$ cat src/rtl/dff_pipe_elastic.sv
// Elastic pipeline register: DEPTH valid/ready stages with bubble collapsing and occupancy count.
// Optional synchronous flush input is compiled in when DFF_PIPE_FLUSH_EN is defined.
module dff_pipe_elastic #(
    parameter int WIDTH      = 16,
    parameter int DEPTH      = 2,
    parameter int RESET_DATA = 1,
    localparam int CW        = $clog2(DEPTH + 1)
) (
    input  logic             clk,
    input  logic             reset,
`ifdef DFF_PIPE_FLUSH_EN
    input  logic             flush,
`endif
    input  logic [WIDTH-1:0] in_data,
    input  logic             in_valid,
    output logic             in_ready,
    output logic [WIDTH-1:0] out_data,
    output logic             out_valid,
    input  logic             out_ready,
    output logic [CW-1:0]    count
);

    generate
        if (DEPTH < 1) begin : g_depth_check
            $error("dff_pipe_elastic: DEPTH must be >= 1");
        end
    endgenerate

    logic [DEPTH-1:0] v_q;
    logic [DEPTH-1:0] v_d;
    logic [DEPTH-1:0] move;
    logic [WIDTH-1:0] data_q [DEPTH];
    logic [CW-1:0]    count_q;
    logic [CW-1:0]    count_d;
    logic             flush_w;
    logic             accept;
    logic             pop;

`ifdef DFF_PIPE_FLUSH_EN
    assign flush_w = flush;
`else
    assign flush_w = 1'b0;
`endif

    // A stage advances when it holds data and the next stage is empty or advancing itself.
    always_comb begin
        move = '0;
        move[DEPTH-1] = v_q[DEPTH-1] & out_ready & ~flush_w;
        for (int i = DEPTH - 2; i >= 0; i--) begin
            move[i] = v_q[i] & (~v_q[i+1] | move[i+1]);
        end
    end

    assign in_ready  = (~v_q[0] | move[0]) & ~flush_w;
    assign out_valid = v_q[DEPTH-1] & ~flush_w;
    assign out_data  = data_q[DEPTH-1];
    assign count     = count_q;
    assign accept    = in_valid & in_ready;
    assign pop       = out_valid & out_ready;

    always_comb begin
        v_d    = '0;
        v_d[0] = accept | (v_q[0] & ~move[0]);
        for (int i = 1; i < DEPTH; i++) begin
            v_d[i] = move[i-1] | (v_q[i] & ~move[i]);
        end
    end

    always_comb begin
        count_d = count_q;
        case ({accept, pop})
            2'b10:   count_d = count_q + CW'(1);
            2'b01:   count_d = count_q - CW'(1);
            default: count_d = count_q;
        endcase
    end

    always_ff @(posedge clk) begin
        if (reset || flush_w) begin
            v_q     <= '0;
            count_q <= '0;
        end else begin
            v_q     <= v_d;
            count_q <= count_d;
        end
    end

    // Data registers only clear on reset when RESET_DATA is set; flush leaves them alone.
    always_ff @(posedge clk) begin
        if (reset) begin
            if (RESET_DATA != 0) begin
                for (int i = 0; i < DEPTH; i++) begin
                    data_q[i] <= '0;
                end
            end
        end else begin
            if (accept) begin
                data_q[0] <= in_data;
            end
            for (int i = 1; i < DEPTH; i++) begin
                if (move[i-1]) begin
                    data_q[i] <= data_q[i-1];
                end
            end
        end
    end

endmodule
$ cat config.mk
export PLATFORM = sky130hd
export DESIGN_NAME = dff_pipe_elastic
export DESIGN_NICKNAME = d
export VERILOG_FILES = /design/src/rtl/dff_pipe_elastic.sv
export SDC_FILE = /design/constraint.sdc
export NUM_CORES = 1
export LEC_CHECK = 0
export CORE_ASPECT_RATIO = 1.1
export CORE_MARGIN = 2
export CORE_UTILIZATION = 40
export CTS_BUF_LIST = sky130_fd_sc_hd__clkbuf_8
export CTS_CLUSTER_SIZE = 28
export DETAILED_ROUTE_END_ITERATION = 8
export PLACE_DENSITY = 0.71
export SYNTH_ARGS = -nofsm -noshare
export SYNTH_HDL_FRONTEND = slang
export SYNTH_SLANG_ARGS = --single-unit
$ cat constraint.sdc
create_clock -name clk -period 1.4 [get_ports clk]
set_input_delay 0.14 -clock clk [delete_from_list [all_inputs] [get_ports clk]]
set_output_delay 0.14 -clock clk [all_outputs]
set_load 0.01 [all_outputs]
==> results of run 1 <==
## stage by stage
| stage | util | total power, mW |
|---|---|---|
| after floorplan | - | 1.47 |
| final | 0.572 | 2.47 |
| after detailed placement | 0.536 | 1.62 |
| after global placement | 0.536 | 1.61 |
| after CTS | 0.567 | 2.49 |
| after global routing | 0.572 | 2.55 |
## layer usage
| metal | up-vias | track usage | share of wire |
|---|---|---|---|
| met1 | 384 | 0.0950 | 0.37 |
| met3 | 2 | 0.0325 | 0.051 |
| li1 | 419 | - | - |
| met2 | 22 | 0.214 | 0.57 |
| met4 | 0 | 0.0750 | 0.011 |
| met5 | - | 0 | 0 |
## sequential cells by signal (all words and copies together), names as in the netlist
signal and count:
count 2, data_q 32, v_q 2
## how the worst max path moves through the flow
stage	startpoint	to	slack (ps)	cells after the start
3_5_place_dp	out_ready	count[1]	-440	7
3_3_place_gp	out_ready	count[1]	-320	8
2_1_floorplan	v_q[1]	data_q[0][0]	-80	4
5_1_grt	v_q[0]	count[1]	-140	7
4_1_cts	out_ready	count[1]	-100	8
6_report	out_ready	count[1]	-100	8
## synthesized netlist by cell type
master,count
a21o_1,1
a21oi_1,2
and2_1,33
and3b_4,1
buf_4,16
buf_6,3
dfxtp_1,4
edfxtp_1,32
ha_1,1
inv_1,2
nand2_1,1
nand2b_1,2
nor2_1,4
nor3_4,1
o21ai_0,1
or3_1,1
xnor2_1,1
xor2_1,1
## power breakdown
| group | switching, mW | internal, mW |
|---|---|---|
| logic | 0.118 | 0.200 |
| registers | 0.0266 | 1.26 |
| clock network | 0.338 | 0.521 |
| total | 0.483 | 1.98 |
## worst max-delay path: cells and delay by family
family	cells	cell delay [ps]
and+or+nand+nor	3	620
AOI/OAI and AO/OA	1	130
buffers and inverters	2	520
adders and majority gates	1	170
xor gates and xnor gates	1	130
## cell families after synthesis
kind of cell               after synthesis  share of synthesized area
and+or+nand+nor                         43                      0.179
DFF                                     36                      0.681
buffers and inverters                   21                      0.106
AOI/OAI and AO/OA                        4                     0.0147
xor gates and xnor gates                 2                     0.0115
adders and majority gates                1                    0.00819
## final cells by class
cell class                 count  area, sq um
clock inverter                 3         38.8
sequential                    36         1040
tap                           50         62.6
timing repair buffer          50          514
clock buffer                   5         68.8
multi-input combinational     50          357
inverter                       2         7.51
fill                         305         1560
## timing repair
item	in CTS	in global routing
pin swaps	1	1
gates resized for setup	5	4
endpoints found under the setup margin	20	3
==> reports/results.tsv, run 1 <==
metric	value	unit
Hold Startpoint	v_q[0]	
final instance area	2090	sq um
P_leak	0.822	nW
Total Neg Setup Slack	-103	ps
Core Footprint	3650	sq um
synth top area cells	edfxtp_1 (63%), and2_1 (14%), buf_4 (7.9%)	
placed insts	188	
DRC	0	
WHS	481	ps
TritonCTS clock tree	built	
Clock Sinks	36	
CTS Buffer Depth	2	
fraction of layout cells with a size suffix above 1	0.192	
Syn Inst Count	107	
final setup margin	-103	ps
Worst-path clk slew	70	ps
Worst Path Required	1610	ps
worst slack at placement	-440	ps
DR vias	827	
Mean Syn Cell Area	14.3	sq um
initial detailed-routing violation count	25	
worst reg-to-reg setup slack	-90	ps
most common cell after layout, fill and taps aside	clkdlybuf4s50_1	
most frequent cells in the layout	clkdlybuf4s50_1 (36), and2_1 (33), edfxtp_1 (32)	
syn_nets	128	
drt pass-1 iters	2	
Yosys warnings	0	
Hold Path Sink	v_q[1]	
Tot GR Track Use	0.108	
crit-path max FO	2	
chip width	62.9	um
GRT overflow	0	
dpl cell area	1960	sq um
initial antenna violation count	0	
vias in the first global route	817	
Synth Register Bits	36	
fin crit share	1.07	
final hold violation count	0	
pwr/cell area	1180	nW/um^2
RSZ-0062 raised after global routing	true	
worst min-delay path class	reg -> reg	
port bufs	39	
crit path cell chain	clkdlybuf4s50_1 > and3b_4 > inv_2 > nand2_2 > ha_4 > xnor2_2 > or3_4 > a21oi_2	
CTS Hold Buffers Added	0	
IO Count	40	
RR Endpoint	count[1]	
fin nets	166	
Routed Wire Length	2200	um
FP Rows	23	
Max Transition Viols Final	0	
Critical Path Sink Type	flop	
global-route wire length before repair	3430	um
CTS Buf Count	5	
Final setup viols	1	
post-CTS setup buffers	0	
CP max-delay cell	clkdlybuf4s50_1	
Worst R2R Start	v_q[0]	
Yosys cell types	18	
largest stage delay on the critical path	470	ps
R2R depth	7	
Yosys top cell by area	edfxtp_1	
crit path kind	in -> reg	
pin count of the biggest net entering global routing	23	
CTS Root Cell	clkbuf_8	
crit path DAT	1710	ps
failing checks	setup timing	
Die Y	68.8	um
Startpoint Class	input port	
CTS H-tree depth	2	
Post-DP HPWL	1650	um
Hold Path Depth	2	
area fraction of the dominant cell type after synthesis	0.629	
Final Instance Count excl. Fillers	196	
FMAX	665	MHz
number of max-cap violations	0	
Post-Syn Area	1530	sq um
post-synthesis sequential area ratio	0.681	
Slew headroom	0.841	
Initial Util	0.418	
Max rail drop VDD	739	uV
post-route ant nets	0	
antenna cell count	0	
Layout area overhead	36.9	%
full die area	4330	sq um
Slew @ Worst Pin	238	ps
status	finished with violations	
Final GP Congestion	0.725	
Skew-Pair Late Insertion Delay	270	ps
Avg WL per Cell	11.2	um
vias per cell	4.22	
min cycle time layout	1500	ps
Worst Clk Skew	5.71	ps
No activity file was read; power rests on OpenSTA's default activity.
==> run 2: changes to the inputs <==
REMOVE_ABC_BUFFERS = 1   (was unset)
==> reports/results.tsv, run 2 (synthesis gave the netlist of run 1 again) <==
metric	value	unit	change
initial antenna violation count	0		unchanged
Largest register FFs	32		unchanged
Initial Util	0.418		unchanged
pin count of the biggest net entering global routing	17		-26%
Worst Path Required	1610	ps	about the same
DRC	0		unchanged
TritonCTS clock tree	built		
fin crit share	1.01		-0.0641
Tot GR Track Use	0.111		+0.00298
R2R depth	7		unchanged
global-route wire length before repair	3420	um	-0.20%
GRT overflow	0		unchanged
CTS H-tree depth	2		unchanged
CTS Buffer Depth	2		unchanged
Slew headroom	0.867		+0.0260
port bufs	39		unchanged
IO Count	40		unchanged
number of max-cap violations	0		unchanged
CTS Hold Buffers Added	0		unchanged
P_leak	0.811	nW	-1.4%
drt pass-1 iters	3		+1
Clock Sinks	36		unchanged
final hold violation count	0		unchanged
grt peak-use layer	met2		
CTS Buf Count	5		unchanged
final setup margin	-13.6	ps	+89.8 ps
routing usage on met1	0.107		+0.0118
Total Neg Setup Slack	-13.6	ps	+89.8 ps
worst slack at placement	-433	ps	+7.55 ps
crit path DAT	1630	ps	-80 ps
DR vias	848		+2.5%
post-CTS setup buffers	0		unchanged
fillers	300		-1.6%
Layout area overhead	34.6	%	
initial detailed-routing violation count	10		-60%
FMAX	707	MHz	+6.4%
GR Util met2	0.198		-0.0160
Final setup viols	1		unchanged
CTS Root Cell	clkbuf_8		
chip width	62.9	um	unchanged
Routed Wire Length	2240	um	+1.8%
Worst R2R Start	v_q[1]		
Post-DP HPWL	1690	um	+2.5%
Startpoint Class	flop		
Slew @ Worst Pin	199	ps	-39.0 ps
status	finished with violations		
FP Rows	23		unchanged
Max Transition Viols Final	0		unchanged
most frequent cells in the layout	clkdlybuf4s50_1 (35), and2_1 (33), edfxtp_1 (32)		
most common cell after layout, fill and taps aside	clkdlybuf4s50_1		
worst min-delay path class	in -> reg		
Skew-Pair Late Insertion Delay	280	ps	about the same
post-route ant nets	0		unchanged
min cycle time layout	1410	ps	-89.8 ps
vias in the first global route	786		-3.8%
worst reg-to-reg setup slack	-10	ps	+80 ps
met3 Usage GRT	0.0519		+0.0195
Total Power	2.26	mW	-8.2%
Hold Startpoint	out_ready		
RSZ-0062 raised after global routing	true		
Core Footprint	3650	sq um	unchanged
Most flops, register	data_q		
Worst-path clk slew	70	ps	about the same
failing checks	setup timing		
Max rail drop VDD	593	uV	-20%
Critical Path Sink Type	flop		
crit path kind	reg -> reg		
placed insts	190		+1.1%
RR Endpoint	count[1]		
pwr/cell area	1100	nW/um^2	-6.6%
Final GP Congestion	0.713		-1.7%
WHS	403	ps	-77.6 ps
Hold Path Depth	4		+2
fraction of layout cells with a size suffix above 1	0.189		-0.00259
vias per cell	4.28		+1.5%
full die area	4330	sq um	unchanged
Die Y	68.8	um	unchanged
Hold Path Sink	v_q[1]		
Final Instance Count excl. Fillers	198		+1.0%
Avg WL per Cell	11.3	um	+0.79%
antenna cell count	0		unchanged
crit-path max FO	2		unchanged
fin nets	168		+1.2%
Worst Clk Skew	5.39	ps	-0.316 ps
[run 2: cell types whose count changed in the layout (fill, tap and decap cells not counted), sizes merged]
cell and delta:
clkdlybuf4s50 -1, buf +3, bufinv -1, clkinvlp +1
[run 2: worst max-delay path by stage]
| stage | depth (start not counted) | startpoint | end |
|---|---|---|---|
| final | 7 | v_q[1] | count[1] |
| after global routing | 7 | v_q[1] | count[1] |
| after CTS | 7 | v_q[1] | count[1] |
| after detailed placement | 8 | out_ready | count[1] |
| after global placement | 7 | out_ready | count[1] |
| after floorplan | 6 | v_q[1] | count[1] |
[run 2: critical path, cell delays in order, from the launching register on]
cell	delay (ps)
dfxtp_2	320
and3b_4	190
inv_2	60
nand2_2	70
ha_4	170
xnor2_2	130
or3_1	300
a21oi_1	120
[run 2: layout make-up]
cell class / instances / area [sq um] / share of cell area
Multi-Input combinational cell: 50 / 348 / 0.169
Inverter: 2 / 7.51 / 0.00365
Sequential cell: 36 / 1040 / 0.508
Clock inverter: 3 / 15.0 / 0.00730
Clock buffer: 5 / 68.8 / 0.0335
Timing Repair Buffer: 52 / 510 / 0.248
Tap cell: 50 / 62.6 / 0.0304
[run 2: repair_timing]
action / CTS / global route
gates resized for setup: 10 / 2
setup endpoints to repair: 4 / 2
pin swaps: 4 / 0
[run 2: metal layers]
metal  share of wire  up-vias
li1                -      422
met2            0.57       24
met5               0        -
met3           0.056        2
met4           0.015        0
met1            0.36      400
[run 2: through the flow]
| stage | instance area [sq um] | utilization |
|---|---|---|
| CTS | 2050 | 0.560 |
| detailed placement | 1950 | 0.533 |
| floorplan | 1370 | - |
| finish | 2060 | 0.562 |
| global placement | 1950 | 0.533 |
| global route | 2060 | 0.562 |
[run 2: where the power goes]
part	internal [mW]	switching [mW]	total [mW]
Clock	0.337	0.332	0.668
Combinational	0.191	0.117	0.309
Sequential	1.26	0.0237	1.29
Total	1.79	0.472	2.26
